<file path="src/rtl/mem_pkg.sv">
// Shared definitions for the memory-access stage: widths, func3 size/sign
// encodings, FSM state type, request/context records and small helpers.
// Optional feature macro: MEM_MISALIGN_CHECK_EN (see mem_access.sv).
package mem_pkg;

   localparam int XLEN = 64;
   localparam int STRB = XLEN / 8;
   localparam int OFFW = $clog2(STRB);

   // func3 access size/sign encodings (RV64 load/store)
   localparam logic [2:0] F3_LB  = 3'b000;
   localparam logic [2:0] F3_LH  = 3'b001;
   localparam logic [2:0] F3_LW  = 3'b010;
   localparam logic [2:0] F3_LD  = 3'b011;
   localparam logic [2:0] F3_LBU = 3'b100;
   localparam logic [2:0] F3_LHU = 3'b101;
   localparam logic [2:0] F3_LWU = 3'b110;
   localparam logic [2:0] F3_LDU = 3'b111;

   // func3[1:0] alone selects the access size
   localparam logic [1:0] SZ_BYTE  = 2'b00;
   localparam logic [1:0] SZ_HALF  = 2'b01;
   localparam logic [1:0] SZ_WORD  = 2'b10;
   localparam logic [1:0] SZ_DWORD = 2'b11;

   typedef enum logic [1:0] {
      IDLE = 2'd0,
      REQ  = 2'd1,
      RESP = 2'd2
   } state_e;

   typedef enum logic [1:0] {
      OP_ALU   = 2'd0,
      OP_LOAD  = 2'd1,
      OP_STORE = 2'd2
   } op_e;

   // Everything the data memory sees alongside dm_req
   typedef struct packed {
      logic            we;
      logic [STRB-1:0] wstrb;
      logic [XLEN-1:0] addr;
      logic [XLEN-1:0] wdata;
   } dm_req_t;

   // What the load path must remember while the access is outstanding
   typedef struct packed {
      logic            load;
      logic [2:0]      func3;
      logic [OFFW-1:0] offset;
   } ld_ctx_t;

   // A store wins when both mem_rw and is_load are set
   function automatic op_e decode_op(input logic mem_rw, input logic is_load);
      if (mem_rw)
         return OP_STORE;
      if (is_load)
         return OP_LOAD;
      return OP_ALU;
   endfunction

   // Byte-lane mask for an access of the given size at offset 0
   function automatic logic [STRB-1:0] size_mask(input logic [1:0] size);
      case (size)
         SZ_BYTE: return 8'h01;
         SZ_HALF: return 8'h03;
         SZ_WORD: return 8'h0F;
         default: return 8'hFF;
      endcase
   endfunction

   // True when the byte offset is not a multiple of the access size
   function automatic logic misaligned(input logic [OFFW-1:0] offset,
                                       input logic [1:0]      size);
      case (size)
         SZ_BYTE: return 1'b0;
         SZ_HALF: return offset[0];
         SZ_WORD: return |offset[1:0];
         default: return |offset;
      endcase
   endfunction

   // Doubleword-aligned request; lanes past the doubleword end are simply
   // shifted out, so a crossing access is masked rather than split.
   function automatic dm_req_t build_req(input logic [XLEN-1:0] addr,
                                         input logic [XLEN-1:0] data,
                                         input logic [1:0]      size,
                                         input logic            store);
      dm_req_t         r;
      logic [OFFW-1:0] off;
      off     = addr[OFFW-1:0];
      r.addr  = {addr[XLEN-1:OFFW], {OFFW{1'b0}}};
      r.we    = store;
      r.wstrb = store ? (size_mask(size) << off) : '0;
      r.wdata = store ? (data << {off, 3'b000}) : '0;
      return r;
   endfunction

endpackage

</file>
<file path="src/rtl/mem_access_load_extend.sv">
// load_extend: combinational load alignment and sign/zero extension.
// Moves the addressed bytes of the read doubleword to bit 0 and extends
// them according to func3; doubleword encodings return rdata unchanged.
module load_extend
   import mem_pkg::*;
(
   input  logic [XLEN-1:0] rdata,
   input  logic [OFFW-1:0] offset,
   input  logic [2:0]      func3,
   output logic [XLEN-1:0] value
);

   logic [XLEN-1:0] shifted;

   // Align the selected bytes to lane 0, then extend by access type
   always_comb begin
      // NOTE: every output of a combinational block gets a default first so
      // no path through the case leaves it unassigned (which infers a latch).
      value   = rdata;
      shifted = rdata >> {offset, 3'b000};
      case (func3)
         F3_LB:   value = {{(XLEN-8){shifted[7]}},   shifted[7:0]};
         F3_LH:   value = {{(XLEN-16){shifted[15]}}, shifted[15:0]};
         F3_LW:   value = {{(XLEN-32){shifted[31]}}, shifted[31:0]};
         F3_LBU:  value = {{(XLEN-8){1'b0}},         shifted[7:0]};
         F3_LHU:  value = {{(XLEN-16){1'b0}},        shifted[15:0]};
         F3_LWU:  value = {{(XLEN-32){1'b0}},        shifted[31:0]};
         default: value = rdata;
      endcase
   end

endmodule

</file>
<file path="src/rtl/mem_access.sv">
// mem_access: memory stage between EX and write-back.
// ALU results pass through with one cycle of latency; loads and stores
// issue a single doubleword request to data memory and wait for dm_ack.
// Optional feature: define MEM_MISALIGN_CHECK_EN to suppress misaligned
// accesses and report them on the extra 'misalign' output.
module mem_access
   import mem_pkg::*;
(
   input  logic            clk,
   input  logic            rst,
   input  logic            in_valid,
   output logic            in_ready,
   input  logic [XLEN-1:0] result,
   input  logic [XLEN-1:0] store_data,
   input  logic [2:0]      func3,
   input  logic            mem_rw,
   input  logic            is_load,
   output logic            dm_req,
   output logic            dm_we,
   output logic [XLEN-1:0] dm_addr,
   output logic [XLEN-1:0] dm_wdata,
   output logic [STRB-1:0] dm_wstrb,
   input  logic            dm_ack,
   input  logic [XLEN-1:0] dm_rdata,
   output logic            wb_valid,
   output logic [XLEN-1:0] wb_data,
   output logic            stall
`ifdef MEM_MISALIGN_CHECK_EN
   ,
   output logic            misalign
`endif
);

   state_e          state;
   state_e          state_next;
   op_e             op;
   logic            accept;
   logic            bad_align;
   logic            issue;
   dm_req_t         req_next;
   dm_req_t         req_q;
   ld_ctx_t         ctx_q;
   logic [XLEN-1:0] load_value;
   logic [XLEN-1:0] load_data_q;

   assign op       = decode_op(mem_rw, is_load);
   assign accept   = in_valid & in_ready;
   assign req_next = build_req(result, store_data, func3[1:0], op == OP_STORE);

`ifdef MEM_MISALIGN_CHECK_EN
   assign bad_align = misaligned(result[OFFW-1:0], func3[1:0]);
`else
   assign bad_align = 1'b0;
`endif

   // A memory op goes to REQ unless the alignment check rejects it
   assign issue = accept & (op != OP_ALU) & ~bad_align;

   // FSM state register
   always_ff @(posedge clk or negedge rst) begin
      // NOTE: reset is asynchronous, so dm_req (decoded from state) drops the
      // moment rst falls, abandoning any access still in flight.
      if (!rst)
         state <= IDLE;
      else
         // NOTE: sequential state always uses non-blocking assignment so
         // every flop samples pre-edge values regardless of block order.
         state <= state_next;
   end

   // FSM next-state logic; dm_ack only matters in REQ
   always_comb begin
      state_next = state;
      case (state)
         IDLE:    if (issue) state_next = REQ;
         REQ:     if (dm_ack) state_next = ctx_q.load ? RESP : IDLE;
         RESP:    state_next = IDLE;
         default: state_next = IDLE;
      endcase
   end

   // FSM outputs: handshake and request strobe are pure state decodes
   always_comb begin
      in_ready = (state == IDLE);
      dm_req   = (state == REQ);
      stall    = in_valid & (state != IDLE);
   end

   // Request fields are captured at accept and held for the whole REQ phase
   always_ff @(posedge clk or negedge rst) begin
      if (!rst) begin
         req_q <= '0;
         ctx_q <= '0;
      end else if (issue) begin
         req_q <= req_next;
         ctx_q <= '{load:   (op == OP_LOAD),
                    func3:  func3,
                    offset: result[OFFW-1:0]};
      end
   end

   assign dm_we    = req_q.we;
   assign dm_addr  = req_q.addr;
   assign dm_wdata = req_q.wdata;
   assign dm_wstrb = req_q.wstrb;

   load_extend u_load_extend (
      .rdata  (dm_rdata),
      .offset (ctx_q.offset),
      .func3  (ctx_q.func3),
      .value  (load_value)
   );

   // Latch the extracted load value on the completing dm_ack
   always_ff @(posedge clk or negedge rst) begin
      if (!rst)
         load_data_q <= '0;
      else if ((state == REQ) && dm_ack && ctx_q.load)
         load_data_q <= load_value;
   end

   // Registered write-back: ALU result after accept, load data out of RESP.
   // The two sources never coincide because in_ready is low in RESP.
   always_ff @(posedge clk or negedge rst) begin
      if (!rst) begin
         wb_valid <= 1'b0;
         wb_data  <= '0;
      end else begin
         wb_valid <= 1'b0;
         if (accept && (op == OP_ALU)) begin
            wb_valid <= 1'b1;
            wb_data  <= result;
         end else if (state == RESP) begin
            wb_valid <= 1'b1;
            wb_data  <= load_data_q;
         end
      end
   end

`ifdef MEM_MISALIGN_CHECK_EN
   // One-cycle flag for a rejected misaligned memory op
   always_ff @(posedge clk or negedge rst) begin
      if (!rst)
         misalign <= 1'b0;
      else
         misalign <= accept & (op != OP_ALU) & bad_align;
   end
`endif

endmodule
</file>
<file path="config.mk">
export PLATFORM = sky130hd
export DESIGN_NAME = mem_access
export DESIGN_NICKNAME = d
export VERILOG_FILES = /design/src/rtl/mem_pkg.sv /design/src/rtl/mem_access_load_extend.sv /design/src/rtl/mem_access.sv
export SDC_FILE = /design/constraint.sdc
export NUM_CORES = 1
export LEC_CHECK = 0
export CORE_MARGIN = 2
export CORE_UTILIZATION = 48
export DETAILED_ROUTE_END_ITERATION = 7
export PLACE_DENSITY = 0.85
export SKIP_LAST_GASP = 1
export SLEW_MARGIN = 25
export SYNTH_ARGS = -nofsm -noshare
export SYNTH_HDL_FRONTEND = slang
export SYNTH_SLANG_ARGS = --single-unit
export TNS_END_PERCENT = 50
</file>
<file path="constraint.sdc">
create_clock -name clk -period 2.9 [get_ports clk]
set_input_delay 0.435 -clock clk [delete_from_list [all_inputs] [get_ports clk]]
set_output_delay 0.435 -clock clk [all_outputs]
set_load 0.01 [all_outputs]
</file>
# Word-level counts from Yosys, hierarchy flattened

Cells that the tools add are included.

Output and inout bits: 205
Input port bits: 201
Bits in registers: 272

Shift operators: 3
Reduce and logical (&&, ||, !) cells: 11
Eq/ne operators: 13
Mux-type cells: 19
Bitwise logic cells: 3

Operator list:

| cell                                                                    | number |
|---|---|
| 64-bit one-hot mux with 6 select lines                                  | 1 |
| 64-bit 2-to-1 mux                                                       | 3 |
| 64-bit by 6-bit left shift with 64-bit output                           | 1 |
| 64-bit by 6-bit >> shifter with 32-bit output                           | 1 |
| 8-bit one-hot mux with 3 select lines                                   | 1 |
| 2-bit 2-to-1 mux                                                        | 7 |
| 3-bit == test, second input constant                                    | 3 |
| 8-bit 2-to-1 mux                                                        | 1 |
| 8-bit by 3-bit left shift with 8-bit output                             | 1 |
| 2-bit by 1-bit == test with 1-bit output, second input constant         | 3 |
| 2-bit == test, second input constant                                    | 3 |
| 2-bit logical NOT                                                       | 3 |
| 2-bit nonzero test                                                      | 3 |
| 1-bit 2-to-1 mux                                                        | 5 |
| 2-bit by 1-bit inequality test with 1-bit output, second input constant | 2 |
| 2-bit one-hot mux with 2 select lines                                   | 1 |
| 1-bit bitwise AND                                                       | 3 |
| 3-bit by 1-bit == test with 1-bit output, second input constant         | 1 |
| 3-bit by 2-bit == test with 1-bit output, second input constant         | 1 |
| 1-bit logical AND                                                       | 3 |
| 3-bit logical NOT                                                       | 1 |
| 2-bit AND reduction                                                     | 1 |

# Longest topological paths before layout

Gate-level depths: netlist of the first run.

Word-level depth: 8
Mapped depth: 8
Gate-level depth less buffers: 5

# Hierarchy

Synthesis of the first run repeated with hierarchy kept, for this count alone.

Cells, all modules: 1195
Area, all modules: 14562.7 um^2

By module, submodules not included:

| module      | cells each | seq. area each (um^2) | area each (um^2) | instances |
|---|---|---|---|---|
| mem_access  | 834        | 6806.5                | 12091.6          | 1 |
| load_extend | 361        | 0.0                   | 2471.1           | 1 |

# Worst setup path before layout of the first run

OpenSTA, ideal clock, no wires.

Path kind: register -> register
Start: reg ctx_q[0] (netlist bit)
End: reg load_data_q[42]
Arrival: 1.957 ns
Clock period less this slack: 2.095 ns
Required time: 2.762 ns
Library setup time: 0.138 ns
Setup slack: 0.805 ns
Cell stages (with the launch flop): 9
Path buffers: 4
Cell sequence: dfrtp_1 buf_6 mux2_1 mux4_2 buf_2 a32oi_2 buf_4 buf_6 a31oi_1

Longest elaborated chain between the ends: 2

RTL lines:

| what                                          | RTL line                     | source |
|---|---|---|
| start, declared                               | mem_access.sv:42             | `ld_ctx_t ctx_q;` |
| start signal, assigned                        | mem_access.sv:96             | `ctx_q <= '{load: (op == OP_LOAD),` |
| 64-bit by 6-bit >> shifter with 32-bit output | mem_access_load_extend.sv:20 | `shifted = rdata >> {offset, 3'b000};` |
| 64-bit one-hot mux with 6 select lines        | mem_access_load_extend.sv:21 | `case (func3)` |
| end signal, assigned                          | mem_access.sv:119            | `load_data_q <= load_value;` |
| end, declared                                 | mem_access.sv:44             | `logic [XLEN-1:0] load_data_q;` |

No other way between the ends.
A chain may end at the register's enable or synchronous reset.

# Final worst setup path of the first run

Start: reg ctx_q[0] (netlist bit)
End: reg load_data_q[39]

Same word-level chain as after synthesis.

==> metrics.csv, run 1 <==
metric,value,unit
Startpoint Class,register,
Peak VDD IR,472.6,µV
clock root cell,clkbuf_16,
Syn. warnings,0,
Synth top area share,0.4892,
top_reg_cell synth,dfrtp_1,
met3 GRT Util,0.08836,
vias per inst,6.008,
total global-route track usage,0.3280,
status,"complete, no violations",
Synth Instances,1353,
type of the worst setup path,reg2reg,
Worst Path Arrival,2.84,ns
TritonCTS clock tree,built,
Layout area overhead,40.34,%
post-route minimum period,2.439,ns
Comb power frac,0.408,
Vias,12850,
cell taking the most area after synthesis,dfrtp_1,
hold path cells,4,
Initial Utilization,0.4861,
Num CTS Buffers,29,
GRT overflow,0,
Core Region,28630,µm²
synth unique cells,53,
skew final,0.01462,ns
I/O Pins,406,
starting DRC count in detailed routing,1138,
Clock Path Buffers,3,
H-tree depth,1,
# clock sinks,272,
Psw,5998,µW
syn_area_per_cell,10.28,µm²
Rows,62,
sequential share of the synthesized area,0.4892,
DRC Markers,0,
# setup viols final,0,
P_int,11150,µW
RSZ-0062 raised after global routing,false,
actual slew at the worst max-slew pin,0.8247,ns
CP required,3.30,ns
max-slew violation count,0,
DIE AREA,30360,µm²
IO Port Bufs,402,
Post-synth ARST share,1.000,
met1 Usage GRT,0.3859,
"count leader, synth",dfrtp_1,
cells on worst reg2reg path,6,
Max Clk Rate,0.4100,GHz
"Clk Latency, worst-skew pair",0.55,ns
number of synthesized flops with an enable pin,0,
synthesized cell area,13910,µm²
Clock Power Share,0.226,
largest net degree at the start of global routing,85,
Die H,174.3,µm
CP Max Fanout,35,
sequential power share,0.366,
CP endpoint kind,register,
WL/cell,23.64,µm
max_slew headroom,0.4491,
Final WS setup,0.4607,ns
Final HPWL DP,37020,µm
Tcrit/Tclk final,0.8411,
share of cells above drive strength 1,0.1399,
Total Routed Length,50550,µm
"Reg clk slew, reported paths",0.06,ns
cell leakage power,0.008470,µW
initial antenna violation count,2,
final hold vios,0,
final hold slack,0.3989,ns
RD Place Congestion,0.9568,
nets@finish,1930,
"flops & latches, synth",272,
power density over cell area,878.2,nW/µm²
met2 Usage GRT,0.5592,
max-cap viol count,0,
dpl ws,0.2307,ns
first-pass detailed-route iteration total,6,
Synth area leaders,"dfrtp_1 49%, mux2_2 6.9%, mux2i_1 6.6%, nand2_1 6.2%, mux4_2 5.0%",
setup TNS,0,ns
busiest grt layer,met2,
leading cell types by count after synthesis,"272 x dfrtp_1, 231 x nand2_1, 92 x mux2i_1, 90 x clkbuf_1",
Sw Ratio,0.3498,
first-pass GRT wire length,77030,µm
post-layout util,0.6821,
vias in the first global route,12930,
Hold Path Class,in2reg,
Post-DRT Antenna Nets,0,
Die X,174.3,µm
[power groups by stage]
stage / clock network (µW) / logic, µW / registers [µW]
6_report: 3870 / 7000 / 6280
2_1_floorplan: 0 / 3190 / 6430
5_1_grt: 4070 / 7490 / 6450
4_1_cts: 3890 / 6980 / 6260
3_5_place_dp: 0 / 6940 / 6290
3_3_place_gp: 0 / 6780 / 6250
[cells in the final DEF (no fill, tap or decap), types with 9 or more instances in the layout]
master           count
nand2_1            231
clkdlybuf4s50_1    399
o31ai_1             10
mux4_2              31
nor2b_1             17
and3_1               9
nor2_1              84
buf_4               56
a22oi_1             73
mux2_2              85
mux2i_1             92
clkbuf_16           29
a211oi_1             9
a21oi_1             55
nand2b_1            19
a31oi_1             46
or3_1               15
dfrtp_1            270
o221ai_1             9
o21ai_0             85
and2_1              10
[sequential cells by signal (all words and copies together) (netlist names)]
register,count
ctx_q,7
dm_wdata,64
wb_data,64
dm_wstrb,8
wb_valid,1
dm_we,1
load_data_q,64
state,2
dm_addr,61
[through the flow]
step                      cell area [µm²]  instances  total power (µW)
after global routing                19520       2137             18000
after CTS                           19520       2135             17140
after detailed placement            18510       2081             13230
after floorplan                     13920       1355              9613
after global placement              18510       2081             13030
final                               19530       2138             17150
[final cells by class]
type | instances | area (µm²)
Clock buffer | 37 | 815.8
Antenna cell | 3 | 7.507
Fill cell | 2113 | 9099
Sequential cell | 272 | 6809
Inverter | 5 | 18.77
Tap cell | 384 | 480.5
Multi-Input combinational cell | 956 | 6623
Clock inverter | 16 | 187.7
Timing Repair Buffer | 465 | 4584
[critical path, cell delays in order (launching register included)]
cell	delay, ns
dfrtp_2	0.47
buf_4	0.44
mux2i_1	0.28
o221ai_1	0.26
a32oi_4	0.30
buf_4	0.36
a31oi_1	0.16
[path summary, 6_finish.rpt]
kind | startpoint | to | slack (ns)
min in group asynchronous | rst | dm_addr[29]$_DFFE_PN0P_ | 0.48
setup / recovery | ctx_q[0]$_DFFE_PN0P_ | load_data_q[39]$_DFFE_PN0P_ | 0.46
hold / removal | result[1] | dm_wdata[16]$_DFFE_PN0P_ | 0.40
hold reg to reg | wb_data[49]$_DFFE_PN0P_ | wb_data[49]$_DFFE_PN0P_ | 0.47
setup reg to reg | ctx_q[0]$_DFFE_PN0P_ | load_data_q[39]$_DFFE_PN0P_ | 0.46
max in group asynchronous | rst | dm_addr[49]$_DFFE_PN0P_ | 1.42
[metal layers]
metal	part of all wire	vias to the layer above
met5	0	-
li1	-	5657
met1	0.36	6323
met2	0.49	725
met3	0.10	141
met4	0.052	0
[cell families after synthesis]
logic type / after synthesis / synth area share
simple gates: 401 / 0.1245
other cells: 1 / 0.0002695
compound gates: 339 / 0.1584
flops: 272 / 0.4892
xor+xnor: 1 / 0.0006296
mux: 212 / 0.1887
buf+inv: 127 / 0.03840
[what timing repair did]
action,in CTS,in global routing
hold buffers,1,0
setup buffers,0,0
gates resized for setup,0,0
hold endpoints to repair,76,0
Note: power is estimated with default switching activity, not from simulation.
==> run 2: changes to the inputs <==
Settings changed: CORE_UTILIZATION 48 to 44, PLACE_DENSITY 0.85 to 0.82.
Clock period 2.9 ns to 2 ns, I/O delays scaled along.
==> metrics.csv, run 2 (same netlist as run 1, synthesis figures left out) <==
metric,value,unit
clock root cell,clkbuf_16,
skew final,0.03147,ns
Final HPWL DP,40560,µm
Worst Path Arrival,2.62,ns
Clock Path Buffers,3,
failing checks,negative setup slack,
Peak VDD IR,733.9,µV
TritonCTS clock tree,built,
actual slew at the worst max-slew pin,0.6690,ns
CP required,2.42,ns
Slowest Stage Delay on Critical Path,0.52,ns
Die H,181.8,µm
ANT cells,0,
Total Routed Length,55010,µm
# clock sinks,272,
"Clk Latency, worst-skew pair",0.57,ns
worst path buffer plus inverter count,3,
Die X,181.8,µm
IO Port Bufs,402,
status,finished with violations,
vias in the first global route,13770,
H-tree depth,1,
worst-path cell chain,buf_6 -> mux2_4 -> mux4_2 -> a32oi_4 -> buf_12 -> buf_16 -> a31oi_1,
post-route minimum period,2.202,ns
Vias,13430,
RD Place Congestion,0.9531,
Rows,65,
power density over cell area,1266,nW/µm²
"commonest non-fill, non-tap cell in the layout",clkdlybuf4s50_1,
Num CTS Buffers,30,
first-pass detailed-route iteration total,6,
Final WS setup,-0.2019,ns
DRC Markers,0,
Critical-path top delay cell,mux4_2,
max_slew headroom,0.5540,
Startpoint Class,register,
GRT overflow,0,
DIE AREA,33060,µm²
Max Clk Rate,0.4542,GHz
register-to-register setup slack,-0.20,ns
I/O Pins,406,
Tcrit/Tclk final,1.101,
Hold Path Class,in2async,
max-cap viol count,0,
first-pass GRT wire length,82780,µm
initial antenna violation count,1,
# setup viols final,59,
Layout area overhead,49.83,%
final hold slack,0.2227,ns
Post-DRT Antenna Nets,0,
share of cells above drive strength 1,0.1976,
setup TNS,-9.216,ns
WL/cell,24.24,µm
most frequent cells in the layout,"399 x clkdlybuf4s50_1, 270 x dfrtp_1, 231 x nand2_1",
total global-route track usage,0.3266,
vias per inst,5.921,
final hold vios,0,
Core Region,31310,µm²
cell leakage power,0.009196,µW
largest net degree at the start of global routing,59,
Top delay family on crit path,multiplexers,
max-slew violation count,0,
"Reg clk slew, reported paths",0.06,ns
type of the worst setup path,reg2reg,
Initial Utilization,0.4444,
CP endpoint kind,register,
RSZ-0062 raised after global routing,true,
nets@finish,2045,
starting DRC count in detailed routing,1327,
CP Max Fanout,8,
run 2: changes by cell type in the layout (fill, tap and decap cells not counted), moves of 2 or more:
cell / change
clkbuf_16: +3
buf_4: +87
buf_12: +20
mux2_1: -2
clkinv_2: +2
a31oi_4: +4
buf_6: +2
buf_16: +3
a31oi_1: -5
diode_2: -3
run 2: path summary, 6_finish.rpt:
kind | to | startpoint | cells after the start
setup reg to reg | load_data_q[35]$_DFFE_PN0P_ | ctx_q[0]$_DFFE_PN0P_ | 7
max in group asynchronous | dm_wdata[56]$_DFFE_PN0P_ | rst | 3
hold / removal | dm_addr[27]$_DFFE_PN0P_ | rst | 2
hold reg to reg | wb_data[14]$_DFFE_PN0P_ | wb_data[14]$_DFFE_PN0P_ | 2
min in group clk | ctx_q[1]$_DFFE_PN0P_ | result[1] | 4
setup / recovery | load_data_q[35]$_DFFE_PN0P_ | ctx_q[0]$_DFFE_PN0P_ | 7
run 2: cell type report:
cell class                      instances  area, µm²
Fill cell                            2383      10470
Timing Repair Buffer                  579       5793
Clock inverter                         19      206.4
Clock buffer                           36      823.3
Sequential cell                       272       6809
Inverter                                5      18.77
Tap cell                              402      503.0
Multi-Input combinational cell        956       6693
run 2: timing repair:
action / in CTS / in global routing
setup buffers: 6 / 0
pin swaps: 2 / 4
resized for setup: 12 / 9
hold buffers: 1 / 0
cloned: 3 / 2
endpoints found under the hold margin: 61 / 0
endpoints found under the setup margin: 63 / 65
run 2: layer usage:
layer,track usage,wire (µm),part of all wire,vias up
li1,-,-,-,5879
met1,0.3779,20010,0.36,6629
met2,0.5614,26630,0.48,756
met3,0.08524,5293,0.096,168
met4,0.1646,3067,0.056,2
met5,0,13,0.00024,-
run 2: where the power goes:
part           internal (µW)  leakage [µW]  switching (µW)
combinational           6200       0.00534            5410
clock                   3340      0.000501            2400
sequential              7610       0.00335            1440
run 2: through the flow:
step	setup WS (ns)	instance area, µm²	util	instances	power [µW]
floorplan	-0.04878	13930	-	1355	13960
global placement	-0.3798	19530	0.6239	2203	19730
detailed placement	-0.4107	19530	0.6239	2203	20020
CTS	-0.1897	20730	0.6620	2267	26220
global route	-0.2355	20850	0.6658	2269	27690
finish	-0.2019	20850	0.6658	2269	26390
==> run 3: changes to the inputs <==
Settings changed: SETUP_SLACK_MARGIN set to 0.05.
==> metrics.csv, run 3 (same netlist as run 1, synthesis figures left out) <==
metric,value,unit
status,finished with violations,
failing checks,negative setup slack,
Comb power frac,0.419,
TritonCTS clock tree,built,
H-tree depth,1,
Sw Ratio,0.3442,
GRT overflow,0,
RSZ-0062 raised after global routing,true,
Worst Path Arrival,2.58,ns
placed cell count,2186,
actual slew at the worst max-slew pin,0.6082,ns
Psw,9004,µW
worst-path cell chain,mux2_1 -> mux4_2 -> a32oi_4 -> buf_6 -> buf_8 -> a31oi_1,
max-cap viol count,0,
Placed Area,19320,µm²
Top delay family on crit path,multiplexers,
cells on worst reg2reg path,6,
Power Total,26160,µW
CP required,2.42,ns
Tcrit/Tclk final,1.083,
Die X,181.8,µm
Final Instance Area,20500,µm²
Final HPWL DP,40900,µm
starting DRC count in detailed routing,1250,
Hold Path Class,in2async,
Initial Utilization,0.4444,
met1 Usage GRT,0.3681,
largest net degree at the start of global routing,61,
# setup viols final,59,
initial antenna violation count,2,
first-pass GRT wire length,81100,µm
Layout area overhead,47.31,%
worst path buffer plus inverter count,2,
max_slew headroom,0.5945,
Max Clk Rate,0.4617,GHz
vias per inst,5.898,
Final WS setup,-0.1661,ns
met2 Usage GRT,0.5597,
max-slew violation count,0,
CP Launch Point,ctx_q[0]$_DFFE_PN0P_,
clock root cell,clkbuf_16,
Total Routed Length,54130,µm
type of the worst setup path,reg2reg,
DRC Markers,0,
Slowest Stage Delay on Critical Path,0.50,ns
Num CTS Buffers,29,
dpl ws,-0.3963,ns
Die H,181.8,µm
Vias,13240,
final hold vios,0,
Post-DRT Antenna Nets,0,
register-to-register setup slack,-0.17,ns
I/O Pins,406,
Clock Power Share,0.232,
P_int,17160,µW
vias in the first global route,13520,
"commonest non-fill, non-tap cell in the layout",clkdlybuf4s50_1,
Worst R2R Start,ctx_q[0]$_DFFE_PN0P_,
CP Max Fanout,15,
Rows,65,
power density over cell area,1276,nW/µm²
CP endpoint kind,register,
busiest grt layer,met2,
"Reg clk slew, reported paths",0.07,ns
IO Port Bufs,402,
RD Place Congestion,0.9985,
Clock Path Buffers,3,
met3 GRT Util,0.08223,
Core Region,31310,µm²
DIE AREA,33060,µm²
Startpoint Class,register,
share of cells above drive strength 1,0.1846,
skew final,0.009243,ns
cell leakage power,0.009026,µW
total global-route track usage,0.3213,
WL/cell,24.11,µm
sequential power share,0.348,
"Clk Latency, worst-skew pair",0.56,ns
WP depth,6,
first-pass detailed-route iteration total,6,
Critical-path top delay cell,mux4_2,
"non-filler cells, final",2245,
post-route minimum period,2.166,ns
Peak VDD IR,802.8,µV
setup TNS,-6.657,ns
most frequent cells in the layout,"399 x clkdlybuf4s50_1, 270 x dfrtp_1, 231 x nand2_1",
nets@finish,2022,
# clock sinks,272,
## run 3: worst paths after layout
check / endpoint
setup / recovery: load_data_q[20]$_DFFE_PN0P_
min in group clk: dm_wdata[41]$_DFFE_PN0P_
hold reg to reg: wb_data[50]$_DFFE_PN0P_
hold / removal: dm_addr[10]$_DFFE_PN0P_
setup reg to reg: load_data_q[20]$_DFFE_PN0P_
max in group asynchronous: dm_addr[58]$_DFFE_PN0P_
## run 3: worst reg2reg max path: stages, from the launching register on
cell,delay (ns)
dfrtp_2,0.49
mux2_1,0.37
mux4_2,0.50
a32oi_4,0.25
buf_6,0.15
buf_8,0.15
a31oi_1,0.12
## run 3: what timing repair did
| item | 4_1_cts | 5_1_grt |
|---|---|---|
| pin swaps | 0 | 1 |
| setup endpoints to repair | 66 | 66 |
| gates resized for setup | 2 | 8 |
| setup buffers | 2 | 2 |
| hold endpoints to repair | 44 | 0 |
| hold buffers | 1 | 0 |
| gates cloned | 0 | 1 |
## run 3: metrics by stage
| stage | hold WS (ns) | util |
|---|---|---|
| floorplan | 0.004409 | - |
| global placement | 0.2444 | 0.6170 |
| detailed placement | 0.2426 | 0.6170 |
| CTS | 0.2629 | 0.6523 |
| global route | 0.3001 | 0.6546 |
| finish | 0.2623 | 0.6546 |
## run 3: layout make-up
| type | count | area, µm² |
|---|---|---|
| fill | 2394 | 10820 |
| sequential | 272 | 6809 |
| tap | 402 | 503.0 |
| inverter | 5 | 18.77 |
| timing repair buffer | 557 | 5450 |
| clock inverter | 14 | 236.5 |
| antenna | 1 | 2.502 |
| multi-input combinational | 956 | 6636 |
| clock buffer | 38 | 839.6 |
## run 3: power by group through the flow
| stage | Sequential (µW) | Combinational, µW | Clock (µW) |
|---|---|---|---|
| 5_1_grt | 9340 | 11700 | 6350 |
| 4_1_cts | 9090 | 10800 | 6140 |
| 2_1_floorplan | 9320 | 4650 | 0 |
| 3_5_place_dp | 9150 | 10700 | 0 |
| 6_report | 9120 | 11000 | 6080 |
| 3_3_place_gp | 9080 | 10400 | 0 |
## run 3: metal layers
layer,wire length [µm],up-vias,share of wire
li1,-,5821,-
met1,18790,6445,0.35
met2,26990,802,0.50
met3,5493,171,0.10
met4,2843,2,0.053
met5,9,-,0.00017
